### config.mk
export PLATFORM = sky130hd
export DESIGN_NAME = xadc_bcd_converter
export DESIGN_NICKNAME = d
export VERILOG_FILES = /design/src/rtl/xadc_pkg.sv /design/src/rtl/bcd_digit_adj.sv /design/src/rtl/xadc_bcd_converter.sv
export SDC_FILE = /design/constraint.sdc
export NUM_CORES = 1
export LEC_CHECK = 0
export CORE_MARGIN = 2
export CORE_UTILIZATION = 35
export DETAILED_ROUTE_END_ITERATION = 10
export PLACE_DENSITY = 0.55
export SYNTH_ARGS = -nofsm -noshare
export SYNTH_HDL_FRONTEND = slang
export SYNTH_SLANG_ARGS = --single-unit
### constraint.sdc
create_clock -name clk -period 14.3 [get_ports clk]
set_clock_uncertainty 0.2 [all_clocks]
set_input_delay 2.86 -clock clk [delete_from_list [all_inputs] [get_ports clk]]
set_output_delay 2.86 -clock clk [all_outputs]
set_load 0.01 [all_outputs]
### src/rtl/xadc_pkg.sv
// rtl/xadc_pkg.sv - shared widths and FSM state type for the XADC millivolt/BCD converter
// Contents: ADC_BITS, BCD_DIGITS, MV_BITS, DD_ITERATIONS, derived widths, state_t.
package xadc_pkg;

   localparam int ADC_BITS      = 12;
   localparam int BCD_DIGITS    = 4;
   localparam int MV_BITS       = 14;
   localparam int DD_ITERATIONS = 14;

   localparam int BCD_BITS  = 4 * BCD_DIGITS;
   // Double-dabble register: BCD digits on top, binary millivolts below.
   localparam int DD_BITS   = BCD_BITS + MV_BITS;
   localparam int ITER_BITS = 4;

   typedef enum logic [1:0] {
      IDLE  = 2'd0,
      SCALE = 2'd1,
      SHIFT = 2'd2,
      DONE  = 2'd3
   } state_t;

endpackage

### src/rtl/bcd_digit_adj.sv
// rtl/bcd_digit_adj.sv - double-dabble add-3 correction for one BCD digit
// Ports: i_digit [3:0] digit before shift, o_digit [3:0] digit + 3 when >= 5, else unchanged.
module bcd_digit_adj (
   input  logic [3:0] i_digit,
   output logic [3:0] o_digit
);

   assign o_digit = (i_digit >= 4'd5) ? (i_digit + 4'd3) : i_digit;

endmodule

### src/rtl/xadc_bcd_converter.sv
// rtl/xadc_bcd_converter.sv - converts a 12-bit XADC code to millivolts and packed BCD
// Ports: clk, reset (async, active-high), code_in[15:0] / code_valid sample strobe,
//        ready (IDLE only), mv_out[13:0], bcd_out[15:0], bcd_valid pulse, overrun_cnt[7:0].
module xadc_bcd_converter
   import xadc_pkg::*;
#(
   parameter int FULL_SCALE_MV = 1000
) (
   input  logic        clk,
   input  logic        reset,
   input  logic [15:0] code_in,
   input  logic        code_valid,
   output logic        ready,
   output logic [13:0] mv_out,
   output logic [15:0] bcd_out,
   output logic        bcd_valid,
   output logic [7:0]  overrun_cnt
);

   localparam logic [MV_BITS-1:0]   FS_MV     = MV_BITS'(FULL_SCALE_MV);
   localparam logic [ITER_BITS-1:0] LAST_ITER = ITER_BITS'(DD_ITERATIONS - 1);

   state_t                      r_state;
   state_t                      w_next_state;
   logic [ADC_BITS-1:0]         r_code;
   logic [MV_BITS-1:0]          r_mv;
   logic [DD_BITS-1:0]          r_dd;
   logic [ITER_BITS-1:0]        r_iter;
   logic                        r_ready;
   logic [MV_BITS-1:0]          r_mv_out;
   logic [BCD_BITS-1:0]         r_bcd_out;
   logic                        r_bcd_valid;
   logic [7:0]                  r_overrun;

   logic [ADC_BITS+MV_BITS-1:0] w_product;
   logic [MV_BITS-1:0]          w_mv;
   logic [DD_BITS-1:0]          w_dd_adj;
   logic [DD_BITS-1:0]          w_dd_shift;
   logic                        w_last;
   logic                        w_accept;
   logic                        w_drop;
   logic                        w_load;
   logic                        w_shift;
   logic                        w_publish;
   logic                        w_unused_bits;

   // Full 26-bit product so the >>12 truncation never loses high bits.
   assign w_product = {{MV_BITS{1'b0}}, r_code} * {{ADC_BITS{1'b0}}, FS_MV};
   assign w_mv      = w_product[ADC_BITS +: MV_BITS];
   assign w_last    = (r_iter == LAST_ITER);

   // Upper code nibble and the fractional product bits are intentionally discarded.
   assign w_unused_bits = ^{code_in[15:12], w_product[ADC_BITS-1:0]};

   for (genvar g = 0; g < BCD_DIGITS; g++) begin : g_digit
      bcd_digit_adj u_adj (
         .i_digit (r_dd[MV_BITS + 4*g +: 4]),
         .o_digit (w_dd_adj[MV_BITS + 4*g +: 4])
      );
   end
   assign w_dd_adj[MV_BITS-1:0] = r_dd[MV_BITS-1:0];
   assign w_dd_shift            = {w_dd_adj[DD_BITS-2:0], 1'b0};

   // State register
   always_ff @(posedge clk or posedge reset) begin
      if (reset) r_state <= IDLE;
      else       r_state <= w_next_state;
   end

   // Next-state logic
   always_comb begin
      w_next_state = r_state;
      case (r_state)
         IDLE:  if (code_valid) w_next_state = SCALE;
         SCALE: w_next_state = SHIFT;
         SHIFT: if (w_last) w_next_state = DONE;
         DONE:  w_next_state = IDLE;
         default: w_next_state = IDLE;
      endcase
   end

   // Output/control decode
   always_comb begin
      w_accept  = 1'b0;
      w_drop    = 1'b0;
      w_load    = 1'b0;
      w_shift   = 1'b0;
      w_publish = 1'b0;
      case (r_state)
         IDLE:  w_accept = code_valid;
         SCALE: begin
            w_load = 1'b1;
            w_drop = code_valid;
         end
         SHIFT: begin
            w_shift   = 1'b1;
            // Results are registered on the last shift so bcd_valid is high during DONE.
            w_publish = w_last;
            w_drop    = code_valid;
         end
         DONE:  w_drop = code_valid;
         default: ;
      endcase
   end

   always_ff @(posedge clk or posedge reset) begin
      if (reset) begin
         r_code      <= '0;
         r_mv        <= '0;
         r_dd        <= '0;
         r_iter      <= '0;
         r_ready     <= 1'b1;
         r_mv_out    <= '0;
         r_bcd_out   <= '0;
         r_bcd_valid <= 1'b0;
         r_overrun   <= '0;
      end else begin
         r_ready     <= (w_next_state == IDLE);
         r_bcd_valid <= w_publish;
         if (w_accept) r_code <= code_in[ADC_BITS-1:0];
         if (w_load) begin
            r_mv   <= w_mv;
            r_dd   <= {{BCD_BITS{1'b0}}, w_mv};
            r_iter <= '0;
         end else if (w_shift) begin
            r_dd   <= w_dd_shift;
            r_iter <= r_iter + 1'b1;
         end
         if (w_publish) begin
            r_mv_out  <= r_mv;
            r_bcd_out <= w_dd_shift[DD_BITS-1 -: BCD_BITS];
         end
         if (w_drop && (r_overrun != 8'hFF)) r_overrun <= r_overrun + 8'd1;
      end
   end

   assign ready       = r_ready;
   assign mv_out      = r_mv_out;
   assign bcd_out     = r_bcd_out;
   assign bcd_valid   = r_bcd_valid;
   assign overrun_cnt = r_overrun;

endmodule

**Word level (Yosys, flattened, before mapping)**

Cells that the tools add are included.

- $mul: 1
- Add/sub/neg operators: 6
- Order comparisons: 4
- Reductions and logical operators: 5
- Mux-type cells: 16
- Eq/ne operators: 5

Operator list:

| kind | count |
|---|---|
| $mux W30 | 2 |
| $mux W4 | 5 |
| $mul A12 B7 Y19 const B | 1 |
| $ge A4 B3 Y1 const B | 4 |
| $add A4 B2 Y4 const B | 3 |
| $add A8 B1 Y8 const B | 1 |
| $ne A8 B8 Y1 const B | 1 |
| $pmux W2 S4 | 1 |
| $mux W1 | 5 |
| $add A4 B1 Y4 const B | 1 |
| $eq A2 B2 Y1 const B | 2 |
| $eq A4 B4 Y1 const B | 1 |
| $logic_not A2 Y1 | 2 |
| $mux W2 | 2 |
| $add A3 B2 Y3 const B | 1 |
| $mux W3 | 1 |
| $reduce_or A3 Y1 | 1 |
| $eq A2 B1 Y1 const B | 1 |
| $reduce_bool A2 Y1 | 1 |
| $logic_and A1 B1 Y1 | 1 |

- Input bits: 19
- Output and inout bits: 40
- Logic and storage cells: 47
- Register bits: 94

**Longest topological paths before layout**

Gate-level depths: netlist (run 1).

- Depth in word-level cells: 4
- Depth in mapped cells: 16
- Mapped depth without buffers: 15

**Cells and area by module**

From an unflattened synthesis (run 1), not the netlist that was laid out.

- Cell total of the unflattened synthesis: 642
- Area total of the unflattened synthesis: 6306.0 sq um

Modules (own cells, without submodules):

| module | sequential area each (sq um) | area an instance (sq um) | cells an instance | times used |
|---|---|---|---|---|
| xadc_bcd_converter | 2353.5 | 5900.7 | 578 | 1 |
| bcd_digit_adj | 0.0 | 101.3 | 16 | 4 |

**Worst setup path before layout (run 1)**

OpenSTA, ideal clock, no wires.

- Kind: reg-to-reg
- Start point: register r_code[2]
- End point: register r_mv[6]
- Setup time: 0.125 ns
- Period minus slack after synthesis: 4.579 ns
- Buffers on the path: 0
- Slack: 9.721 ns
- Cell stages (with the launch flop): 14
- Required time: 13.975 ns
- Arrival: 4.254 ns
- Cell sequence: dfrtp_1 > inv_1 > fa_1 > fa_1 > fa_1 > fa_1 > inv_1 > ha_1 > a211o_1 > a2111oi_2 > nor2_1 > a311oi_2 > xnor2_1 > mux2_2

- Word-level cells in the longest chain between the ends: 1

RTL lines:

| element | line | RTL |
|---|---|---|
| from (decl) | xadc_bcd_converter.sv:25 | `logic [ADC_BITS-1:0] r_code;` |
| from (signal assigned) | xadc_bcd_converter.sv:120 | `if (w_accept) r_code <= code_in[ADC_BITS-1:0];` |
| $mul A12 B7 Y19 | xadc_bcd_converter.sv:48 | `assign w_product = {{MV_BITS{1'b0}}, r_code} * {{ADC_BITS{1'b0}}, FS_MV};` |
| to (signal assigned) | xadc_bcd_converter.sv:122 | `r_mv <= w_mv;` |
| to (decl) | xadc_bcd_converter.sv:26 | `logic [MV_BITS-1:0] r_mv;` |

No other way between the ends.
A chain may end at the register's enable or synchronous reset.

**Worst setup path after layout (run 1)**

- Start point: register r_code[5]
- End point: register r_mv[8]

The elaborated chain is that of the path after synthesis.

==> run summary, run 1 <==
The run finished with clean final reports. The synthesized netlist occupies a cell area of approximately 0.006 sq mm. The share of the Yosys chip area taken by registers is between 30% and 40%. The critical path goes through inv_1 -> fa_1 -> fa_1 -> fa_1 -> fa_1 -> inv_1 -> ha_1 -> o21a_1 -> a2111oi_2 -> nor3_1 -> or4_1 -> nand3_1 -> o21ai_0. Counting stages on the worst path, the most repeated cell is sky130_fd_sc_hd__fa_1.

The highest clock frequency the design can meet came out at 0.202 GHz. The count of final hold-check violations is 0. TritonCTS built the clock tree. Across all layers, the routed design uses roughly 4.3k vias. The detail route stage leaves a number of antenna-violating nets equal to 0. In the layout the commonest cells are 93 x sky130_fd_sc_hd__dfrtp_1, 87 x sky130_fd_sc_hd__inv_1, 58 x sky130_fd_sc_hd__nand2_1, 58 x sky130_fd_sc_hd__ha_1, 50 x sky130_fd_sc_hd__clkdlybuf4s50_1. The count of flip-flops with a built-in enable after synthesis came out at 0. The count of inserted antenna diode cells is 0.

The number of instances resized during post-cts repair came out at 0. The largest net degree at the start of global routing came out at 81. The worst pin sits at a relative slew slack of between 30% and 40%. The first global-routing pass estimated between 20 and 25 mm of wire. The placeable core region came out at approximately 0.017 sq mm. From bottom edge to top edge, the die measures between 100 and 150 um. The number of slew-limit violations in the final report is 0. The worst setup path is captured at a flip-flop. The endpoint arrival time on the critical path came out at about 5 ns. The first TritonRoute pass finished after 4 iterations. The number of vias per cell came out at between 4 and 5. The post-route setup TNS came out at 0 ns. The routed wirelength normalized by instance count is between 10 and 15 um.

The die covers ~0.018 sq mm. The largest individual stage delay along the critical path comes from the cell sky130_fd_sc_hd__fa_1. The post-synthesis area per instance came out at 10.1 sq um. The number of buffers added for setup after CTS came out at 0.

The instance count of the mapped netlist is around 600. The count of port buffers added during placement is 50. After synthesis, the netlist uses 50 different library cells. The initial utilization of the core area, before any placement, comes to 35.5%. The clock latency on the worst-skew pair is roughly 0.35 ns. The DRC violation count after routing came out at 0.

The commonest non-fill, non-tap cell in the layout is sky130_fd_sc_hd__dfrtp_1. The final wirelength came out at between 10 and 15 mm. The data required time of the critical path is around 14 ns. The die is ~140 um wide. For this run, the leading register cell type out of synthesis is sky130_fd_sc_hd__dfrtp_1. The fraction of registers with async set/reset is 100%.

The overflow left after global routing came out at 0. Grouping stages by cell kind, the critical path spends the most delay in adder cells. The DRC violation total after the first TritonRoute iteration came out at between 200 and 250. The number of ports placed on the die boundary came out at between 50 and 60. The highest routed metal layer is met4. The final setup violation count is 0. The initial antenna violation count was 0. The clock edge transition at the registers on the reported setup and hold paths is roughly 0.080 ns. The net count of the finished layout is between 700 and 800. The proportion of layout cells with a drive suffix above 1 is under 10%.

The detailed-placement wirelength estimate is 8.89 mm. The transition at the pin with the smallest max-transition slack is just over 1 ns. The number of max-capacitance violations reported is 0.

The clock tree root driver cell is sky130_fd_sc_hd__clkbuf_16. Counting I/O delays and the setup requirement, the final critical path takes roughly 5.0 ns. The amount of wire on met3 after detailed routing is ~350 um. The number of clock sinks seen by CTS came out at 94. The min-delay analysis places its worst path in the category reg2reg.

For this block, wires on met1 add up to ~5.7 mm. The worst setup path is launched from a flip-flop. The length of routed met2 wiring came out at between 5 and 6 mm. The number of global-route vias before repair was ~4.2k. Setup repair after global routing left no endpoint under its margin. Global routing used approximately 14% of the available tracks.

The worst stage delay on the critical path is about 0.54 ns. The number of synthesized register bits came out at 94. The post-route fraction of the period consumed by the critical path is 34.6%. The critical path class is reg2reg. The buffering stage count on the worst path with inverters included is 2. Along the worst path, the maximum fanout reaches 5. For this design, the CTS-stage hold fixing added 0 buffers. The number of clock buffers added by TritonCTS is 9. The Yosys step of the flow raised 0 warnings. The number of buffers on the longest clock path is 2. The routability congestion estimate came out at approximately 0.8. The number of cell rows is 48.

The H-tree was split into 3 levels. The layout-stage area growth over the synthesis result is 16.6%.
-- final timing paths --
path / start / cells after the start / to / slack, ns
hold reg to reg: r_mv[2] / 2 / mv_out[2] / 0.27
setup reg to reg: r_code[5] / 13 / r_mv[8] / 9.35
min in group asynchronous: reset / 2 / mv_out[0] / 2.59
hold / removal: r_mv[2] / 2 / mv_out[2] / 0.27
max in group asynchronous: reset / 3 / bcd_out[4] / 10.05
setup / recovery: r_code[5] / 13 / r_mv[8] / 9.35
-- state kept, by name, indices dropped and copies added, names as in the netlist --
register	count
bcd_out	16
r_code	12
mv_out	10
overrun_cnt	8
r_iter	4
ready	1
r_dd	30
r_mv	10
bcd_valid	1
r_state	2
-- cell usage after synthesis, types with 12 or more instances --
cell type / count / area [sq um]
sky130_fd_sc_hd__fa_1: 37 / 741
sky130_fd_sc_hd__dfrtp_1: 93 / 2330
sky130_fd_sc_hd__nand2b_1: 12 / 75.1
sky130_fd_sc_hd__a21oi_1: 23 / 115
sky130_fd_sc_hd__o21ai_0: 43 / 215
sky130_fd_sc_hd__nor2_1: 25 / 93.8
sky130_fd_sc_hd__ha_1: 58 / 726
sky130_fd_sc_hd__xnor2_1: 16 / 140
sky130_fd_sc_hd__inv_1: 88 / 330
sky130_fd_sc_hd__nand2_1: 58 / 218
sky130_fd_sc_hd__clkbuf_1: 20 / 75.1
sky130_fd_sc_hd__mux2_2: 23 / 259
-- per-stage QoR --
step	std cells	hold slack (ns)	instance area [sq um]	util (%)	setup WS (ns)
finish	875	0.267	7100	41.3	9.35
global route	875	0.308	7100	41.3	9.08
CTS	875	0.280	7100	41.3	9.35
detailed placement	859	0.262	6810	39.7	9.37
global placement	859	0.260	6810	39.7	9.40
floorplan	604	0.235	6100	-	8.79
-- worst min-delay path: stages (launching register included) --
cell and delay (ns):
sky130_fd_sc_hd__dfrtp_1 0.34, sky130_fd_sc_hd__nand2_1 0.05, sky130_fd_sc_hd__nand2_1 0.05
-- layer usage --
metal  track usage, %  up-vias
li1                 -     2095
met1             18.7     2082
met2             22.1       72
met3             2.68       15
met4             4.69        0
met5                0        -
-- logic make-up (layout without fill, tap and decap cells) --
family | Yosys count | in the layout | synth area share, %
simple gates | 134 | 134 | 10.2
compound gates | 121 | 121 | 12.5
buf+inv | 112 | 158 | 7.15
fa+ha+maj | 95 | 95 | 24.1
flops | 94 | 94 | 38.6
mux | 26 | 26 | 4.77
xor+xnor | 18 | 18 | 2.59
other cells | 1 | 4 | 0.0616
-- layout make-up --
class | instances | area [sq um]
repair buffers | 54 | 531
well taps | 225 | 282
clock buffers | 10 | 239
flip-flops and latches | 94 | 2350
fillers | 1670 | 10100
multi-input cells | 398 | 3310
inverters | 88 | 333
clock inverters | 6 | 51.3
Power of run 1 is not shown: default switching activity piles up to over one toggle a cycle in this logic, so the estimate is an artifact.
==> inputs of run 2 (changes only) <==
==> constraint.sdc (replaced) <==
create_clock -name clk -period 4.76 [get_ports clk]
set_clock_uncertainty 0.2 [all_clocks]
set_input_delay 0.952 -clock clk [delete_from_list [all_inputs] [get_ports clk]]
set_output_delay 0.952 -clock clk [all_outputs]
set_load 0.01 [all_outputs]
==> run 2 against run 1 <==
  * Maximum frequency grew 7.9%
  * Sequential share of layout area shrank 1.5 points
  * Critical path depth grew 2
==> run summary, run 2 (synthesis gave the netlist of run 1 again) <==
Status: finished, final reports clean (unchanged). The number of max-capacitance violations reported came out at 0 (unchanged). The capturing element type of the critical path is a flip-flop (unchanged). Cells along the critical path: fa_1 -> fa_1 -> inv_1 -> fa_1 -> fa_1 -> inv_1 -> ha_2 -> nor2_1 -> a2111o_1 -> buf_4 -> a31oi_2 -> buf_4 -> nor2_1 -> xnor2_1 -> mux2_2 (was inv_1 -> fa_1 -> fa_1 -> fa_1 -> fa_1 -> inv_1 -> ha_1 -> o21a_1 -> a2111oi_2 -> nor3_1 -> or4_1 -> nand3_1 -> o21ai_0).

The number of cell rows came out at 48 (unchanged). The number of clock sinks seen by CTS is 94 (unchanged). The vertical extent of the die is 136 um (unchanged).

The count of cells along the worst hold path came out at 2 (unchanged). The library cell contributing the largest single delay on the critical path is sky130_fd_sc_hd__fa_1 (unchanged). The first-pass iteration count of the detailed router came out at 4 (unchanged). The register with the highest flop count is r_dd (unchanged). The layout-stage area growth over the synthesis result came out at 22.2% (was 16.6%). The cell seen most often among critical-path stages is sky130_fd_sc_hd__fa_1 (unchanged). The clock tree root driver cell is sky130_fd_sc_hd__clkbuf_16 (unchanged). The launch instance of the worst min-delay path was bcd_out[4] (was r_mv[2]). The count of final hold-check violations was 0 (unchanged).

The data required time of the critical path is 4.79 ns (was 14.31 ns). The proportion of layout cells with a drive suffix above 1 was 14.4% (was 7.69%). The routability congestion estimate is 0.836 (was 0.811). The width of the chip came out at 136 um (unchanged). The endpoint arrival time on the critical path is 4.62 ns (was 4.96 ns). The flip-flop count of the largest register after layout was 30 (unchanged).

The number of slew-limit violations in the final report is 0 (unchanged). Setup repair after global routing missed its margin: no (unchanged). The kind of cell with the highest combined delay on the critical path is adder cells (unchanged). The highest clock frequency the design can meet came to 0.218 GHz (was 0.202 GHz). The post-route fraction of the period consumed by the critical path is 96.4% (was 34.6%). The clock latency on the worst-skew pair was 0.35 ns (about the same). The count of inserted antenna diode cells came out at 0 (unchanged). Most frequent cells in the layout: 93 x sky130_fd_sc_hd__dfrtp_1, 81 x sky130_fd_sc_hd__inv_1, 58 x sky130_fd_sc_hd__nand2_1 (was 93 x sky130_fd_sc_hd__dfrtp_1, 87 x sky130_fd_sc_hd__inv_1, 58 x sky130_fd_sc_hd__nand2_1, 58 x sky130_fd_sc_hd__ha_1, 50 x sky130_fd_sc_hd__clkdlybuf4s50_1). The number of vias per cell is 4.83 (was 4.87). The launching point of the worst reg2reg path is r_code[1] (was r_code[5]).

The buffering stage count on the worst path with inverters included is 4 (was 2). The relative slew slack is 52.8% (was 32.7%). The placeable core region is 0.0172 sq mm (unchanged). The first-pass GRT wire length is 21.1 mm (was 20.3 mm). The DRC violation total after the first TritonRoute iteration came out at 192 (was 246). The count of port buffers added during placement came to 50 (unchanged).

The nature of the critical path startpoint is a flip-flop (unchanged). The remaining number of nets flagged by the antenna check after routing came to 0 (unchanged). The reg-to-reg setup timing slack came out at 0.17 ns (was 9.35 ns). The total vias in the final route is 4,367 (was 4,264).

The worst stage delay on the critical path is 0.55 ns (was 0.54 ns). The CTS tree is built (unchanged). The reg-to-reg endpoint is r_mv[5] (was r_mv[8]). The final setup violation count came out at 0 (unchanged).

The number of global-route vias before repair came out at 4,445 (was 4,237). The final hold slack came out at 0.275 ns (was 0.267 ns). The classification of the worst-slack hold path is reg2reg (unchanged). The cts-stage hold buffer count came out at 0 (unchanged). The commonest non-fill, non-tap cell in the layout is sky130_fd_sc_hd__dfrtp_1 (unchanged). The detailed-placement wirelength estimate came out at 9.39 mm (was 8.89 mm). The maximum net fanout on the critical path is 6 (was 5). The die area came out at 0.0185 sq mm (unchanged).

The number of nets at the end of the flow came to 789 (was 759). The endpoint of the worst hold-timing path was bcd_out[4] (was mv_out[2]). The CTS buffer count came out at 9 (unchanged). The starting density of the core is 35.5% (unchanged). The number of ports placed on the die boundary is 59 (unchanged). The number of placed cells counting well taps is 888 (was 859). The initial antenna violation count is 0 (unchanged).

The critical path class is reg2reg (unchanged). The number of cells on the worst reg-to-reg path is 15 (was 13). The final critical delay including setup and external delays came out at 4.59 ns (was 4.95 ns). The clock edge transition at the registers on the reported setup and hold paths came out at 0.06 ns (was 0.08 ns). The count of non-filler cells in the finished layout came out at 905 (was 875).

The number of buffers on the longest clock path is 2 (unchanged). The final wirelength came to 12.3 mm (was 11.8 mm). The post-route setup TNS was 0 ns (unchanged). The routed wirelength normalized by instance count came out at 13.5 um (about the same). The DRC violation count after routing came out at 0 (unchanged). The overflow left after global routing came to 0 (unchanged). The largest net degree at the start of global routing is 49 (was 81). The transition at the pin with the smallest max-transition slack is 0.706 ns (was 1.01 ns).

The H-tree level count came to 3 (unchanged). The global-route total usage across every layer is 14.4% (was 13.7%).
==> run 2: metal layers <==
layer / GRT usage, % / routed length [um] / vias up
met5: 0 / 0 / -
met1: 19.2 / 5780 / 2132
met4: 4.40 / 198 / 0
li1: - / - / 2161
met3: 2.80 / 342 / 12
met2: 23.9 / 5940 / 62
==> run 2: worst max-delay path by stage <==
stage,slack (ns),start,endpoint,cells past startpoint
finish,0.17,r_code[1],r_mv[5],15
CTS,0.02,r_code[2],r_dd[8],13
global placement,0.04,r_code[2],r_dd[8],13
global route,0.01,r_code[7],r_dd[7],16
floorplan,0.18,r_code[2],r_mv[6],13
detailed placement,0.02,r_code[5],r_dd[8],13
==> run 2: worst register-to-register path, cell delays in order (launching register included) <==
cell	delay, ns
sky130_fd_sc_hd__dfrtp_1	0.43
sky130_fd_sc_hd__fa_1	0.55
sky130_fd_sc_hd__fa_1	0.52
sky130_fd_sc_hd__inv_1	0.05
sky130_fd_sc_hd__fa_1	0.47
sky130_fd_sc_hd__fa_1	0.51
sky130_fd_sc_hd__inv_1	0.05
sky130_fd_sc_hd__ha_2	0.31
sky130_fd_sc_hd__nor2_1	0.04
sky130_fd_sc_hd__a2111o_1	0.37
sky130_fd_sc_hd__buf_4	0.18
sky130_fd_sc_hd__a31oi_2	0.17
sky130_fd_sc_hd__buf_4	0.16
sky130_fd_sc_hd__nor2_1	0.05
sky130_fd_sc_hd__xnor2_1	0.16
sky130_fd_sc_hd__mux2_2	0.28
==> run 2: repair_timing <==
action,in CTS,in global routing
resized for setup,0,26
setup buffers,0,1
endpoints found under the setup margin,0,14
==> run 2: layout make-up <==
type / count / area [sq um]
tap: 225 / 282
clock inverter: 5 / 82.6
sequential: 94 / 2350
multi-input combinational: 398 / 3400
inverter: 88 / 335
fill: 1681 / 9740
timing repair buffer: 84 / 756
clock buffer: 11 / 233
==> run 2: per-stage QoR <==
step | worst slack (ns) | utilization [%] | area [sq um]
6_report | 0.170 | 43.3 | 7440
2_1_floorplan | 0.181 | - | 6100
4_1_cts | 0.0174 | 42.8 | 7340
5_1_grt | 0.0107 | 43.3 | 7440
3_5_place_dp | 0.0227 | 40.9 | 7030
3_3_place_gp | 0.0410 | 40.9 | 7030
Power of run 2 is left out for the same reason.
==> inputs of run 3 (changes only) <==
--- a/config.mk
+++ b/config.mk
@@ -5,10 +5,13 @@
 export SDC_FILE = /design/constraint.sdc
 export NUM_CORES = 1
 export LEC_CHECK = 0
+export CAP_MARGIN = 20
 export CORE_MARGIN = 2
 export CORE_UTILIZATION = 35
 export DETAILED_ROUTE_END_ITERATION = 10
-export PLACE_DENSITY = 0.55
+export DONT_BUFFER_PORTS = 1
+export GPL_TIMING_DRIVEN = 0
+export PLACE_DENSITY = 0.51
 export SYNTH_ARGS = -nofsm -noshare
 export SYNTH_HDL_FRONTEND = slang
 export SYNTH_SLANG_ARGS = --single-unit
==> run 3 against run 2 <==
  * Global-route usage increased by 0.69 points
  * Flip-flop and latch count is the same
  * Non-clock buffer count fell by 49
  * Core utilization shrank 2.6 points
  * Routed wire length is 8.3% higher
  * Register-to-register slack worse by 0.07 ns
  * Die area is the same
  * Count of clock-buffer cells in the layout unchanged
  * First-iteration DRC count shrank 2.6%
  * Worst setup slack got worse by 0.068 ns
  * Cell count shrank 5.4%
  * Sequential share of layout area up 2.2 points
  * Critical path type unchanged
==> run summary, run 3 (synthesis gave the netlist of run 1 again) <==
Status: finished, final reports clean (unchanged). The data required time of the critical path came out at 4.79 ns (about the same). The number of clock sinks seen by CTS is 94 (unchanged). The largest net degree at the start of global routing came out at 53 (was 49). The final wirelength is 13.3 mm (was 12.3 mm). The first-pass iteration count of the detailed router came to 4 (unchanged). The width of the chip came out at 136 um (unchanged). The layout filler cell count came out at 1,697 (was 1,681). The highest clock frequency the design can meet came out at 0.215 GHz (was 0.218 GHz). The overflow left after global routing came out at 0 (unchanged). The commonest non-fill, non-tap cell in the layout is sky130_fd_sc_hd__dfrtp_1 (unchanged). The H-tree level count came out at 3 (unchanged). The critical path class was reg2reg (unchanged). The capturing element type of the critical path is a flip-flop (unchanged).

The clock edge transition at the registers on the reported setup and hold paths came out at 0.07 ns (was 0.06 ns). The flip-flop count of the largest register after layout is 30 (unchanged). The die area is 0.0185 sq mm (unchanged).

The number of global-route vias before repair came out at 4,432 (was 4,445). The global-route total usage across every layer came out at 15.1% (was 14.4%). The number of vias per cell came out at 4.96 (was 4.83).

The routed wirelength normalized by instance count was 15.5 um (was 13.5 um). Most frequent cells in the layout: 84 x sky130_fd_sc_hd__dfrtp_1, 79 x sky130_fd_sc_hd__inv_1, 58 x sky130_fd_sc_hd__nand2_1 (was 93 x sky130_fd_sc_hd__dfrtp_1, 81 x sky130_fd_sc_hd__inv_1, 58 x sky130_fd_sc_hd__nand2_1). The clock tree root driver cell was sky130_fd_sc_hd__clkbuf_16 (unchanged).

The number of placed cells counting well taps came out at 830 (was 888). The placement-stage worst setup slack came to -0.278 ns (was 0.0227 ns). The layout-stage area growth over the synthesis result was 14.8% (was 22.2%). The DRC violation count after routing was 0 (unchanged). The buffering stage count on the worst path with inverters included came out at 2 (was 4). The routability congestion estimate came out at 0.812 (was 0.836).

The proportion of layout cells with a drive suffix above 1 is 16.0% (was 14.4%). The clock latency on the worst-skew pair came out at 0.35 ns (about the same). The number of nets at the end of the flow came to 740 (was 789). The total vias in the final route was 4,250 (was 4,367).

The classification of the worst-slack hold path is reg2reg (unchanged). The maximum net fanout on the critical path is 3 (was 6). The first-pass GRT wire length is 21.9 mm (was 21.1 mm). The remaining number of nets flagged by the antenna check after routing came to 0 (unchanged). The final core area utilization came out at 40.7% (was 43.3%). The nature of the critical path startpoint was a flip-flop (unchanged).

The CTS buffer count came out at 9 (unchanged). Cells along the critical path: inv_2 -> fa_2 -> fa_1 -> fa_2 -> fa_1 -> inv_1 -> ha_4 -> a211o_1 -> a2111oi_4 -> nor2_2 -> a311oi_2 -> xnor2_2 -> mux2_4 (was fa_1 -> fa_1 -> inv_1 -> fa_1 -> fa_1 -> inv_1 -> ha_2 -> nor2_1 -> a2111o_1 -> buf_4 -> a31oi_2 -> buf_4 -> nor2_1 -> xnor2_1 -> mux2_2). The initial antenna violation count came out at 0 (unchanged). The relative slew slack came out at 54.7% (was 52.8%). The number of slew-limit violations in the final report is 0 (unchanged). The number of cell rows is 48 (unchanged). The count of port buffers added during placement came out at 0 (was 50). The library cell contributing the largest single delay on the critical path is sky130_fd_sc_hd__fa_1 (unchanged). The post-route fraction of the period consumed by the critical path was 97.9% (was 96.4%). The vertical extent of the die is 136 um (unchanged). The endpoint arrival time on the critical path is 4.69 ns (was 4.62 ns).

The starting density of the core is 35.5% (unchanged). The count of final hold-check violations came to 0 (unchanged). The transition at the pin with the smallest max-transition slack came out at 0.680 ns (was 0.706 ns). The final setup violation count is 0 (unchanged). The kind of cell with the highest combined delay on the critical path is adder cells (unchanged).

The placeable core region is 0.0172 sq mm (unchanged). The register with the highest flop count is r_dd (unchanged). The worst stage delay on the critical path came out at 0.55 ns (about the same). The count of non-filler cells in the finished layout is 856 (was 905).

The DRC violation total after the first TritonRoute iteration is 187 (was 192). The post-route worst setup slack is 0.102 ns (was 0.170 ns). The number of ports placed on the die boundary is 59 (unchanged).

The number of max-capacitance violations reported came out at 0 (unchanged). The final critical delay including setup and external delays is 4.66 ns (was 4.59 ns). The number of buffers on the longest clock path came out at 2 (unchanged). The count of inserted antenna diode cells came to 0 (unchanged).

The detailed-placement wirelength estimate came out at 9.83 mm (was 9.39 mm). The CTS tree is built (unchanged).
[run 3: cell count changes in the layout (fill, tap and decap cells not counted), moves of 3 or more]
cell	previous run	this run
sky130_fd_sc_hd__buf_4	34	16
sky130_fd_sc_hd__ha_4	0	3
sky130_fd_sc_hd__dfrtp_2	0	9
sky130_fd_sc_hd__fa_2	1	4
sky130_fd_sc_hd__inv_4	2	5
sky130_fd_sc_hd__fa_1	36	33
sky130_fd_sc_hd__clkbuf_1	2	20
sky130_fd_sc_hd__dfrtp_1	93	84
sky130_fd_sc_hd__clkdlybuf4s50_1	50	0
sky130_fd_sc_hd__ha_1	56	52
[run 3: path summary, 6_finish.rpt]
check                      slack, ns  depth (start not counted)             end  startpoint
setup / recovery                0.10                         13         r_mv[6]   r_code[2]
hold / removal                  0.27                          2       mv_out[0]     r_mv[0]
setup reg to reg                0.10                         13         r_mv[6]   r_code[2]
hold reg to reg                 0.27                          2       mv_out[0]     r_mv[0]
max in group asynchronous       3.30                          2       r_code[2]       reset
min in group asynchronous       0.37                          1  overrun_cnt[7]       reset
[run 3: metal layers]
layer  up-vias  track usage [%]  part of all wire, %
met4         0             5.38                  1.7
met3        13             3.06                  4.9
met5         -                0                    0
met1      2101             20.2                   47
met2        72             24.5                   46
li1       2064                -                    -
[run 3: final cells by class]
class / instances / area [sq um] / share of cell area, %
Buffer: 22 / 97.6 / 1.40
Clock buffer: 11 / 233 / 3.33
Clock inverter: 5 / 82.6 / 1.18
Inverter: 88 / 348 / 4.98
Multi-Input combinational cell: 398 / 3470 / 49.6
Sequential cell: 94 / 2360 / 33.8
Tap cell: 225 / 282 / 4.03
Timing Repair Buffer: 13 / 118 / 1.68
[run 3: worst reg2reg max path, stage by stage (launching register included)]
cell,delay [ns]
sky130_fd_sc_hd__dfrtp_2,0.44
sky130_fd_sc_hd__inv_2,0.09
sky130_fd_sc_hd__fa_2,0.44
sky130_fd_sc_hd__fa_1,0.55
sky130_fd_sc_hd__fa_2,0.46
sky130_fd_sc_hd__fa_1,0.49
sky130_fd_sc_hd__inv_1,0.06
sky130_fd_sc_hd__ha_4,0.17
sky130_fd_sc_hd__a211o_1,0.33
sky130_fd_sc_hd__a2111oi_4,0.43
sky130_fd_sc_hd__nor2_2,0.10
sky130_fd_sc_hd__a311oi_2,0.35
sky130_fd_sc_hd__xnor2_2,0.14
sky130_fd_sc_hd__mux2_4,0.27
[run 3: stage by stage]
step / hold WS [ns] / area, sq um / setup TNS [ns]
3_3_place_gp: 0.256 / 6380 / -1.75
4_1_cts: 0.274 / 6800 / -0.000738
5_1_grt: 0.297 / 6990 / -0.0550
3_5_place_dp: 0.256 / 6410 / -2.23
2_1_floorplan: 0.235 / 6100 / 0
6_report: 0.272 / 6990 / 0
[run 3: timing repair]
| action | 4_1_cts | 5_1_grt |
|---|---|---|
| hold buffers | 0 | 0 |
| setup buffers | 2 | 10 |
| pin swaps | 2 | 23 |
| endpoints found under the setup margin | 11 | 15 |
| resized for setup | 24 | 32 |
Power of run 3 is left out for the same reason.
